**config.mk**
```make
export PLATFORM = sky130hd
export DESIGN_NAME = i2c_master_arbiter
export DESIGN_NICKNAME = d
export VERILOG_FILES = /design/src/rtl/i2c_master_arbiter.sv
export SDC_FILE = /design/constraint.sdc
export NUM_CORES = 1
export LEC_CHECK = 0
export CAP_MARGIN = 5
export CORE_MARGIN = 1
export CORE_UTILIZATION = 48
export CTS_BUF_LIST = sky130_fd_sc_hd__clkbuf_16
export DETAILED_ROUTE_END_ITERATION = 8
export PLACE_DENSITY = 0.89
export REMOVE_ABC_BUFFERS = 1
export SLEW_MARGIN = 15
export SYNTH_ARGS = -nofsm -noshare
export SYNTH_HDL_FRONTEND = slang
export SYNTH_SLANG_ARGS = --single-unit
```
**constraint.sdc**
```tcl
create_clock -name clk -period 3.8 [get_ports clk]
set_input_delay 0.76 -clock clk [delete_from_list [all_inputs] [get_ports clk]]
set_output_delay 0.76 -clock clk [all_outputs]
set_load 0.01 [all_outputs]
```
**src/rtl/i2c_master_arbiter.sv**
```systemverilog
// Round-robin arbiter sharing one i2c_controller master between NREQ clients.
// Ports: req/req_addr/req_data/req_rw in, gnt/done/err/rd_data out, m_* to master.
module i2c_master_arbiter #(
  parameter int NREQ    = 4,
  parameter int TIMEOUT = 4096,
  parameter int CW      = 13
) (
  input  logic              clk,
  input  logic              rst,
  input  logic [NREQ-1:0]   req,
  input  logic [7*NREQ-1:0] req_addr,
  input  logic [8*NREQ-1:0] req_data,
  input  logic [NREQ-1:0]   req_rw,
  output logic [NREQ-1:0]   gnt,
  output logic [NREQ-1:0]   done,
  output logic              err,
  output logic [7:0]        rd_data,
  output logic [6:0]        m_addr,
  output logic [7:0]        m_data_in,
  output logic              m_rw,
  output logic              m_enable,
  input  logic [7:0]        m_data_out,
  input  logic              m_ready
);

  localparam int IW = $clog2(NREQ);

  typedef enum logic [1:0] {
    S_IDLE,
    S_ISSUE,
    S_BUSY,
    S_DONE
  } state_t;

  state_t          r_state;
  logic [IW-1:0]   r_rr;
  logic [IW-1:0]   r_own;
  logic [CW-1:0]   r_tmr;
  logic [NREQ-1:0] r_gnt;
  logic [NREQ-1:0] r_done;
  logic            r_err;
  logic [7:0]      r_rd;
  logic [6:0]      r_addr;
  logic [7:0]      r_wdat;
  logic            r_rw;
  logic            r_en;

  logic            w_any;
  logic [IW-1:0]   w_idx;
  logic [IW:0]     w_j;
  logic            w_tmo;
  logic [IW-1:0]   w_rr_nxt;

  // First set request at or above the rotation pointer, wrapping.
  always_comb begin
    w_any = 1'b0;
    w_idx = '0;
    w_j   = '0;
    for (int k = 0; k < NREQ; k++) begin
      w_j = {1'b0, r_rr} + (IW+1)'(k);
      if (w_j >= (IW+1)'(NREQ))
        w_j = w_j - (IW+1)'(NREQ);
      if (!w_any && req[w_j[IW-1:0]]) begin
        w_any = 1'b1;
        w_idx = w_j[IW-1:0];
      end
    end
  end

  assign w_tmo    = (r_tmr == CW'(TIMEOUT - 1));
  assign w_rr_nxt = (r_own == IW'(NREQ - 1)) ? '0 : r_own + 1'b1;

  always_ff @(posedge clk or negedge rst) begin
    if (!rst) begin
      r_state <= S_IDLE;
      r_rr    <= '0;
      r_own   <= '0;
      r_tmr   <= '0;
      r_gnt   <= '0;
      r_done  <= '0;
      r_err   <= 1'b0;
      r_rd    <= '0;
      r_addr  <= '0;
      r_wdat  <= '0;
      r_rw    <= 1'b0;
      r_en    <= 1'b0;
    end else begin
      r_done <= '0;
      r_err  <= 1'b0;
      unique case (r_state)
        S_IDLE: begin
          if (w_any && m_ready) begin
            r_own   <= w_idx;
            r_gnt   <= NREQ'(1) << w_idx;
            r_addr  <= req_addr[7*w_idx +: 7];
            r_wdat  <= req_data[8*w_idx +: 8];
            r_rw    <= req_rw[w_idx];
            r_en    <= 1'b1;
            r_tmr   <= '0;
            r_state <= S_ISSUE;
          end
        end
        S_ISSUE: begin
          if (!m_ready) begin
            r_en    <= 1'b0;
            r_tmr   <= '0;
            r_state <= S_BUSY;
          end else if (w_tmo) begin
            r_en    <= 1'b0;
            r_done  <= r_gnt;
            r_err   <= 1'b1;
            r_state <= S_DONE;
          end else begin
            r_tmr <= r_tmr + 1'b1;
          end
        end
        S_BUSY: begin
          if (m_ready) begin
            r_done  <= r_gnt;
            if (r_rw)
              r_rd <= m_data_out;
            r_state <= S_DONE;
          end else if (w_tmo) begin
            r_done  <= r_gnt;
            r_err   <= 1'b1;
            r_state <= S_DONE;
          end else begin
            r_tmr <= r_tmr + 1'b1;
          end
        end
        S_DONE: begin
          r_gnt   <= '0;
          r_rr    <= w_rr_nxt;
          r_state <= S_IDLE;
        end
        default: r_state <= S_IDLE;
      endcase
    end
  end

  assign gnt       = r_gnt;
  assign done      = r_done;
  assign err       = r_err;
  assign rd_data   = r_rd;
  assign m_addr    = r_addr;
  assign m_data_in = r_wdat;
  assign m_rw      = r_rw;
  assign m_enable  = r_en;

endmodule

```
=== Word level (Yosys, flattened, before mapping) ===
Index checks and enable logic that the tools add are counted.

* $mul: 1
* $add $sub $neg: 9
* Reductions and logical operators: 16
* Muxes and demuxes: 47
* Order comparisons: 9
* Shift operators: 3
* Equality and inequality tests: 8

{| class="wikitable"
|+ Operators by type and width
! operator !! count
|-
| 13-bit 2-to-1 mux || 4
|-
| 13-bit case mux with 3 select lines || 1
|-
| 32-bit by 6-bit indexed part select with 8-bit output || 1
|-
| 28-bit by 6-bit indexed part select with 7-bit output || 1
|-
| 2-bit 2-to-1 mux || 13
|-
| 4-bit 2-to-1 mux || 4
|-
| 4-bit case mux with 2 select lines || 2
|-
| 2-bit by 3-bit < comparator with 1-bit output, second input constant || 5
|-
| 1-bit 2-to-1 mux || 15
|-
| 13-bit by 1-bit adder with 13-bit output, second input constant || 1
|-
| 13-bit by 12-bit equality test with 1-bit output, second input constant || 1
|-
| 1-bit binary-select mux with 2-bit select || 5
|-
| 3-bit >= comparator, second input constant || 3
|-
| 3-bit AND reduction || 3
|-
| 2-bit case mux with 4 select lines || 1
|-
| 2-bit by 1-bit subtractor with 2-bit output, second input constant || 4
|-
| 2-bit by 2-bit adder with 3-bit output, second input constant || 2
|-
| 2-bit equality test, second input constant || 3
|-
| 3-bit by 2-bit multiplier with 5-bit output, first input constant || 1
|-
| 1-bit logical AND || 4
|-
| 2-bit inequality test, second input constant || 2
|-
| 1-bit case mux with 2 select lines || 2
|-
| 2-bit AND reduction || 2
|-
| 2-bit nonzero test || 2
|-
| other kinds (9) || 11
|}

* Word-level logic and storage cells: 105
* Register bits after elaboration: 53
* Output and inout bits: 34
* Input port bits: 79

=== Longest topological paths before layout ===
Gate-level depths: netlist of the first run.

* Depth after elaboration: 17
* Mapped depth: 9

=== Worst setup path before layout of the first run ===
OpenSTA, ideal clock, no wires.

* Path kind: input -> register
* Start point: input port m_ready
* End point: register r_tmr[10]
* Arrival time: 2.146 ns
* Stages on the path: 6
* Slack: 1.550 ns
* Cells stage by stage: buf_4 > a21oi_1 > o21ai_2 > or4_1 > or4b_1 > o311ai_1

* Longest elaborated chain between the ends: 3

{| class="wikitable"
|+ Ends and longest elaborated chain
! element !! line !! source
|-
| start, declared || 23 || <nowiki>input logic m_ready</nowiki>
|-
| 1-bit logical AND || 92 || <nowiki>if (w_any && m_ready) begin</nowiki>
|-
| 2-bit inequality test (no line) || - ||
|-
| 3-bit AND reduction (no line) || - ||
|-
| end signal, assigned || 114 || <nowiki>r_tmr <= r_tmr + 1'b1;</nowiki>
|-
| end signal, assigned || 128 || <nowiki>r_tmr <= r_tmr + 1'b1;</nowiki>
|-
| end, declared || 38 || <nowiki>logic [CW-1:0] r_tmr;</nowiki>
|}

Several ways; a longest one is shown, not always the timed one.
A chain may end at the register's enable or synchronous reset.

=== Worst setup path in the final report of the first run ===
* Start point: input port req[0]
* End point: register r_wdat[2], in the netlist m_data_in[2]

* Longest elaborated chain between the ends: 14

{| class="wikitable"
|+ Ends and longest elaborated chain
! element !! line !! source
|-
| start, declared || 10 || <nowiki>input logic [NREQ-1:0] req,</nowiki>
|-
| parallel branches: the longest is 14 deep, another holds 1-bit binary-select mux with 2-bit select || - ||
|-
| end signal, assigned || 96 || <nowiki>r_wdat <= req_data[8*w_idx +: 8];</nowiki>
|-
| end, declared || 44 || <nowiki>logic [7:0] r_wdat;</nowiki>
|}

Several ways; the timed one is not identified. The select of a mux whose other input is x is not followed.

==> flow_summary.yaml, run 1 <==
status:
  status: "complete, no violations"
power:
  seq_power_share: 0.329
  total_leakage_power_uw: 0.00176
  p_clk_frac: 0.191
  power_frac_comb: 0.480
  p_per_area_nw_per_um2: 625
  ir_worst_vdd_mv: 0.356
  swShare: 0.369
  internal_power_uw: 1710
  power.net_switching_uw: 1000
  p_total_uw: 2720
job:
  maxCapViolations: 0
clock_network:
  holdBufCountCts: 0
  clk_pin_slew_ns: 0.07
  cts_sinks: 53
  cts_setup_buffers: 0
  clock-root-buffer: "clkbuf_16"
  clock_path_buffers: 2
  cts_tree: "done"
  cts_max_level: 2
  insertion_delay_ns: 0.29
  numCtsBuffers: 5
  cts_resized: 0
synthesis:
  synth_top_cell_by_area: "dfrtp_1"
  seq_area_frac_synth: 0.435
  syn_area_um2: 3050
  synth_edf_count: 0
  synth.top_cell.area_share: 0.435
  synth_area_leaders: "dfrtp_1 43%, mux2i_1 5.6%, a2111oi_0 4.3%"
  synth_cell_types: 50
  synthArstFlopShare: 1.00
  avgSynthCellArea_um2: 10.3
  synth_warnings: 0
  synthFlopType: "dfrtp_1"
  ys_seq_elements: 53
  syn-instance-count: 297
floorplan:
  rows: 28
  die_h_um: 81.7
  die_area_um2: 6680
  die_w_um: 81.7
  num_io_pins: 113
  core_region_area_um2: 6030
  start_util: 0.506
route:
  wl_mm: 8.05
  drtIter0Drc: 282
  drc: 0
  viasPerCell: 5.90
  vias: 2828
  first_pass_iters: 4
  wire_per_inst_um: 16.8
  ant_nets: 0
placement:
  numPortBuffers: 112
  hpwl_mm: 5.81
  routabilityCongestion: 0.844
timing:
  final-setup-viol-count: 0
  holdWs_ns: 0.508
  max_freq_ghz: 0.350
  hold_viol_final: 0
  skew_ns: 0.00353
  fin_setup_tns_ns: 0
  rsz0062_at_grt: "false"
  max_slew_margin: 0.237
  period_share: 0.752
  worstMarginPinSlew_ns: 1.14
  fin_crit_ns: 2.86
  maxSlewViolCount: 0
global_route:
  antenna_found_initial: 0
  grt_first_pass_wirelength_mm: 12.8
  grt_pass1_vias: 2737
  grt_overflow: 0
  grt_usage: 0.255
  grt_max_degree: 41
setup_path:
  path_class: "input port to flip-flop"
  required_ns: 3.94
  crit_arrival_ns: 3.00
  critPathLaunchType: "input port"
  cp_max_fo: 18
  critPathCaptureType: "flip-flop"
final_layout:
  drive_gt1_frac: 0.0891
  syn_to_final_growth_pct: 42.5
  fin_util: 0.721
  n_antenna_cell: 0
  final_cell_mix: "111 x clkdlybuf4s50_1, 53 x dfrtp_1, 35 x nor2_1"
  mostFrequentLayoutCell: "clkdlybuf4s50_1"
  nets: 490
worst_hold_path:
  hold_class: "flip-flop to flip-flop"
[through the flow]
stage,setup slack (ns),area (um2),std cells
5_1_grt,0.795,4350,479
6_report,0.942,4350,479
3_3_place_gp,0.775,4180,471
2_1_floorplan,0.950,2930,280
3_5_place_dp,0.644,4180,471
4_1_cts,0.929,4350,479
[sequential cells by signal, indices dropped and copies added (netlist names)]
| signal | cells |
|---|---|
| r_tmr | 13 |
| err | 1 |
| r_rr | 2 |
| rd_data | 8 |
| m_addr | 7 |
| gnt | 4 |
| m_data_in | 8 |
| r_state | 2 |
| m_enable | 1 |
| r_own | 2 |
| m_rw | 1 |
| done | 4 |
[cells by family (layout without fill, tap and decap cells)]
family / Yosys count / after routing / share of synthesized area
buf+inv: 25 / 132 / 0.0496
simple gates: 92 / 92 / 0.150
flops: 53 / 53 / 0.435
compound gates: 84 / 84 / 0.217
fa+ha+maj: 8 / 8 / 0.0328
xor+xnor: 8 / 8 / 0.0230
mux: 27 / 27 / 0.0927
[area by class of cell]
class	instances	area, um2
clock inverter	3	46.3
sequential	53	1330
fill	445	1680
inverter	8	30.0
tap	75	93.8
clock buffer	5	125
timing repair buffer	116	1150
multi-input combinational	219	1580
[worst max-delay path, stage by stage]
cell             delay (ns)
clkdlybuf4s50_1        0.56
or4_1                  0.18
nand2_2                0.08
nor2_2                 0.60
and2_1                 0.64
a211oi_1               0.17
[worst paths after layout]
kind | to | from | slack (ns) | depth (start not counted)
min in group asynchronous | m_data_in[2] | rst | 0.59 | 1
max reg2reg | m_data_in[2] | r_state[0] | 1.24 | 6
max | m_data_in[2] | req[0] | 0.94 | 6
min reg2reg | rd_data[3] | rd_data[3] | 0.51 | 1
min | rd_data[3] | rd_data[3] | 0.51 | 1
max in group asynchronous | r_tmr[9] | rst | 2.48 | 2
[synth_stat cells, types with 6 or more instances]
cell type	count
inv_1	8
a211oi_1	16
o21ai_0	7
ha_1	8
mux2i_1	17
dfrtp_1	53
nor2_1	35
and2_1	6
mux2_2	10
a2111oi_0	15
a21oi_1	8
nand3_1	7
buf_6	6
nand2_1	15
xnor2_1	8
a21boi_0	16
[power groups by stage]
| stage | Clock [uW] | Combinational (uW) | Sequential [uW] |
|---|---|---|---|
| floorplan | 0 | 636 | 936 |
| global placement | 0 | 1260 | 894 |
| detailed placement | 0 | 1300 | 892 |
| CTS | 522 | 1310 | 891 |
| global route | 544 | 1420 | 918 |
| finish | 518 | 1300 | 893 |
[metal layers]
layer	wire [um]	global-route usage	share of wire
met5	0	0	0
met3	622	0.0756	0.077
met1	3230	0.309	0.40
met4	209	0.105	0.026
met2	4000	0.422	0.50
Power figures use the tool's default switching activity.
==> run 2, diff against run 1 <==
- CORE_UTILIZATION: 48 -> 40
- PLACE_DENSITY: 0.89 -> 0.79
- clock period: 3.8 -> 2.3 ns (I/O delays scaled with it)
==> run 2 against run 1 <==
Effect of this change: critical path depth is 1 higher; total power increased by 66%; hold slack got worse by 0.38 ns; design area rose by 5.4%; highest routed layer unchanged.
==> flow_summary.yaml, run 2 (synthesized netlist as in run 1, its figures left out) <==
global_route:
  grt_overflow: 0
  grt_first_pass_wirelength_mm: 13.4
  grt_usage: 0.219
  grt_max_degree: 36
  antenna_found_initial: 0
  grt_pass1_vias: 2885
setup_path:
  critPathSlowestCell: "or4_4"
  crit_end: "r_tmr[10]"
  worstReg2RegEnd: "r_tmr[10]"
  required_ns: 2.49
  critPathCaptureType: "flip-flop"
  rr_startpoint: "r_tmr[1]"
  crit_start: "r_tmr[1]"
  cp_max_fo: 14
  path_class: "flip-flop to flip-flop"
  critPathLaunchType: "flip-flop"
  crit_arrival_ns: 2.40
  rrSetupSlack_ns: 0.09
  ff2ff_path_depth: 7
  slowest_delay_ns: 0.52
  cp_cell_sequence: "ha_4 -> nand4_1 -> nor4_2 -> buf_4 -> or4_4 -> or4b_1 -> o311ai_1"
power:
  ir_worst_vdd_mv: 0.454
  power_frac_comb: 0.522
  power.net_switching_uw: 1640
  p_clk_frac: 0.154
  p_total_uw: 4520
  swShare: 0.364
  internal_power_uw: 2870
  seq_power_share: 0.324
  p_per_area_nw_per_um2: 986
  total_leakage_power_uw: 0.00188
final_layout:
  n_antenna_cell: 0
  drive_gt1_frac: 0.140
  nets: 515
  fin_util: 0.625
  syn_to_final_growth_pct: 50.2
  design_area_um2: 4580
  regMostFlops: "r_tmr"
  stdcell_count: 527
  mostFrequentLayoutCell: "clkdlybuf4s50_1"
  final_cell_mix: "111 x clkdlybuf4s50_1, 53 x dfrtp_1, 35 x nor2_1"
  largest_reg_flops: 13
timing:
  fin_setup_tns_ns: 0
  max_slew_margin: 0.687
  fin_crit_ns: 2.21
  worstMarginPinSlew_ns: 0.457
  period_share: 0.961
  skew_ns: 0.00567
  hold_viol_final: 0
  max_freq_ghz: 0.453
  maxSlewViolCount: 0
  final-setup-viol-count: 0
  rsz0062_at_grt: "false"
placement:
  post_dp_cell_area_um2: 4430
  numPortBuffers: 112
  hpwl_mm: 6.35
  routabilityCongestion: 0.873
  placed_cells: 520
route:
  wl_mm: 8.17
  wire_per_inst_um: 15.5
  drtIter0Drc: 76
  ant_nets: 0
  vias: 2870
  first_pass_iters: 4
  viasPerCell: 5.45
  drc: 0
floorplan:
  num_io_pins: 113
  die_h_um: 89.3
  core_region_area_um2: 7330
  rows: 31
  start_util: 0.416
  die_w_um: 89.3
  die_area_um2: 7980
status:
  status: "complete, no violations"
clock_network:
  holdBufCountCts: 0
  numCtsBuffers: 5
  cts_tree: "done"
  insertion_delay_ns: 0.29
  cts_sinks: 53
  cts_setup_buffers: 0
  cts_max_level: 2
  cts_resized: 0
  clock_path_buffers: 2
  clk_pin_slew_ns: 0.06
  clock-root-buffer: "clkbuf_16"
job:
  maxCapViolations: 0
worst_hold_path:
  hold_class: "input port to async pin"
==> run 2: critical path: cells and delay by family (launching register included) <==
kind,cells,cell delay (ns)
flops,1,0.44
compound gates,1,0.08
simple gates,4,1.20
buf+inv,1,0.19
fa+ha+maj,1,0.20
==> run 2: worst min-delay path by stage <==
stage | endpoint | slack, ns | startpoint
floorplan | done[0] | 0.16 | rst
global placement | m_addr[1] | 0.44 | rst
detailed placement | m_addr[1] | 0.45 | rst
CTS | m_addr[1] | 0.13 | rst
global route | r_rr[0] | 0.16 | rst
finish | r_rr[0] | 0.13 | rst
==> run 2: per-layer routing <==
layer  wire, um  global-route usage  up-vias
li1           -                   -     1377
met1       3380               0.261     1384
met2       4210               0.393       99
met3        466              0.0526       10
met4        104              0.0606        0
met5          0                   0        -
==> run 2: through the flow <==
stage,worst slack [ns],hold WS (ns)
floorplan,-0.476,0.164
global placement,-0.125,0.438
detailed placement,-0.150,0.446
CTS,0.0761,0.135
global route,0.0134,0.162
finish,0.0907,0.129
==> run 2: area by class of cell <==
| type | count | area [um2] |
|---|---|---|
| clock buffers | 5 | 125 |
| clock inverters | 2 | 7.51 |
| repair buffers | 141 | 1370 |
| flip-flops and latches | 53 | 1330 |
| multi-input cells | 219 | 1600 |
| well taps | 99 | 124 |
| fillers | 581 | 2750 |
| inverters | 8 | 30.0 |
==> run 2: power groups by stage <==
stage	sequential, uW	clock [uW]	combinational (uW)
5_1_grt	1510	756	2590
2_1_floorplan	1550	0	1050
6_report	1460	695	2360
4_1_cts	1460	718	2360
3_3_place_gp	1460	0	2300
3_5_place_dp	1470	0	2360
==> RTL change (config.mk and constraints of run 2) <==
Re-encode `state_t` (4 states) as one-hot, 4 bits wide.
--- a/src/rtl/i2c_master_arbiter.sv
+++ b/src/rtl/i2c_master_arbiter.sv
@@ -25,11 +25,11 @@
 
   localparam int IW = $clog2(NREQ);
 
-  typedef enum logic [1:0] {
-    S_IDLE,
-    S_ISSUE,
-    S_BUSY,
-    S_DONE
+  typedef enum logic [3:0] {
+    S_IDLE  = 4'b0001,
+    S_ISSUE = 4'b0010,
+    S_BUSY  = 4'b0100,
+    S_DONE  = 4'b1000
   } state_t;
 
   state_t          r_state;
Behaviour: same outputs for any inputs over 10 cycles, from zero or initial values and one cycle with rst low; not proved beyond that.
==> RTL change against run 2 <==
Final area shrank 5.2%. Worst hold slack gained 0.047 ns. Sequential share of layout area grew 2.8 points. Sequential cell count grew 2. Count of clock-buffer cells in the layout is the same. Sequential power shrank 3%. Wire length shrank 6.5%. Total power shrank 18%. Critical path depth shrank 1. Area after synthesis shrank 7.2%. Via count shrank 9.1%. Setup slack gained 0.081 ns. Largest cell class unchanged. Largest power group unchanged.
==> RTL change: results (changes against run 2) <==
| Metric | Value |
|---|---|
| Status | completed (unchanged) |
| VDD IR max | 0.494 mV (was 0.454 mV) |
| Met3 Use GR | 0.0828 (was 0.0526) |
| Fin crit period | 2.13 ns (was 2.21 ns) |
| Layout Skew | 0.00533 ns (was 0.00567 ns) |
| Seq/total area | 0.317 (was 0.290) |
| Switching power | 1.23 mW (was 1.64 mW) |
| Synthesized-area fraction occupied by adder cells | 0.00884 (was 0.0328) |
| Layout cells sized above 1 | 0.116 (was 0.140) |
| GP Congestion | 0.817 (was 0.873) |
| Multi-input gate area | 1380 sq um (was 1600 sq um) |
| Vias per std cell | 5.30 (was 5.45) |
| Final wirelength | 7.64 mm (was 8.17 mm) |
| Met3 WL | 672 um (was 466 um) |
| Synth Area in XOR/XNOR | 0.00928 (was 0.0230) |
| DP HPWL | 5.67 mm (was 6.35 mm) |
| CP Data Arrival Time | 2.34 ns (was 2.40 ns) |
| Final clock-cell share | 0.0317 (was 0.0290) |
| WL met2 | 3.76 mm (was 4.21 mm) |
| Mapped Avg Cell Area | 10.5 sq um (was 10.3 sq um) |
| Starting DRT DRC Count | 137 (was 76) |
| Crit. Startpoint | r_state[0] (was r_tmr[1]) |
| Total GRT Usage | 0.218 (was 0.219) |
| Relative slew slack | 0.659 (was 0.687) |
| Max stage delay on crit path | 0.57 ns (was 0.52 ns) |
| Post-Layout Cell Count | 492 (was 527) |
| M2 GR Usage | 0.378 (was 0.393) |
| Non-clk invs | 3 (was 8) |
| Final #Nets | 476 (was 515) |
| NonClk Buf Share | 0.302 (was 0.299) |
| Largest net degree at the start of global routing | 35 (was 36) |
| Mux cell area share after synthesis | 0.156 (was 0.0927) |
| Number of global-route vias before repair | 2,692 (was 2,885) |
| DRT Pass-1 Iters | 6 (was 4) |
| Metal-1 WL | 3.10 mm (was 3.38 mm) |
| CP Capture Point | r_tmr[6] (was r_tmr[10]) |
[RTL change: per-stage QoR]
step	setup TNS [ns]	utilization	hold slack (ns)	cell area, sq um	total power, mW
after floorplan	-0.0106	-	0.164	2770	2.12
after global placement	-0.368	0.615	0.463	4200	2.96
after detailed placement	-1.18	0.615	0.476	4200	3.00
after CTS	0	0.635	0.188	4340	3.74
after global routing	0	0.635	0.207	4340	3.95
final	0	0.635	0.176	4340	3.72
[RTL change: repair_timing]
action | 4_1_cts | 5_1_grt
hold endpoints to repair | 0 | 0
setup endpoints to repair | 0 | 4
resized for setup | 0 | 1
[RTL change: power groups by stage]
stage	Clock, mW	Sequential, mW	Combinational, mW
final	0.724	1.41	1.58
after global routing	0.770	1.45	1.73
after CTS	0.740	1.41	1.59
after detailed placement	0	1.43	1.58
after global placement	0	1.41	1.55
after floorplan	0	1.49	0.631
[RTL change: cells by family after synthesis]
kind of cell	Yosys count
compound gates	52
xor+xnor	3
fa+ha+maj	2
buf+inv	17
flops	55
mux	43
simple gates	97
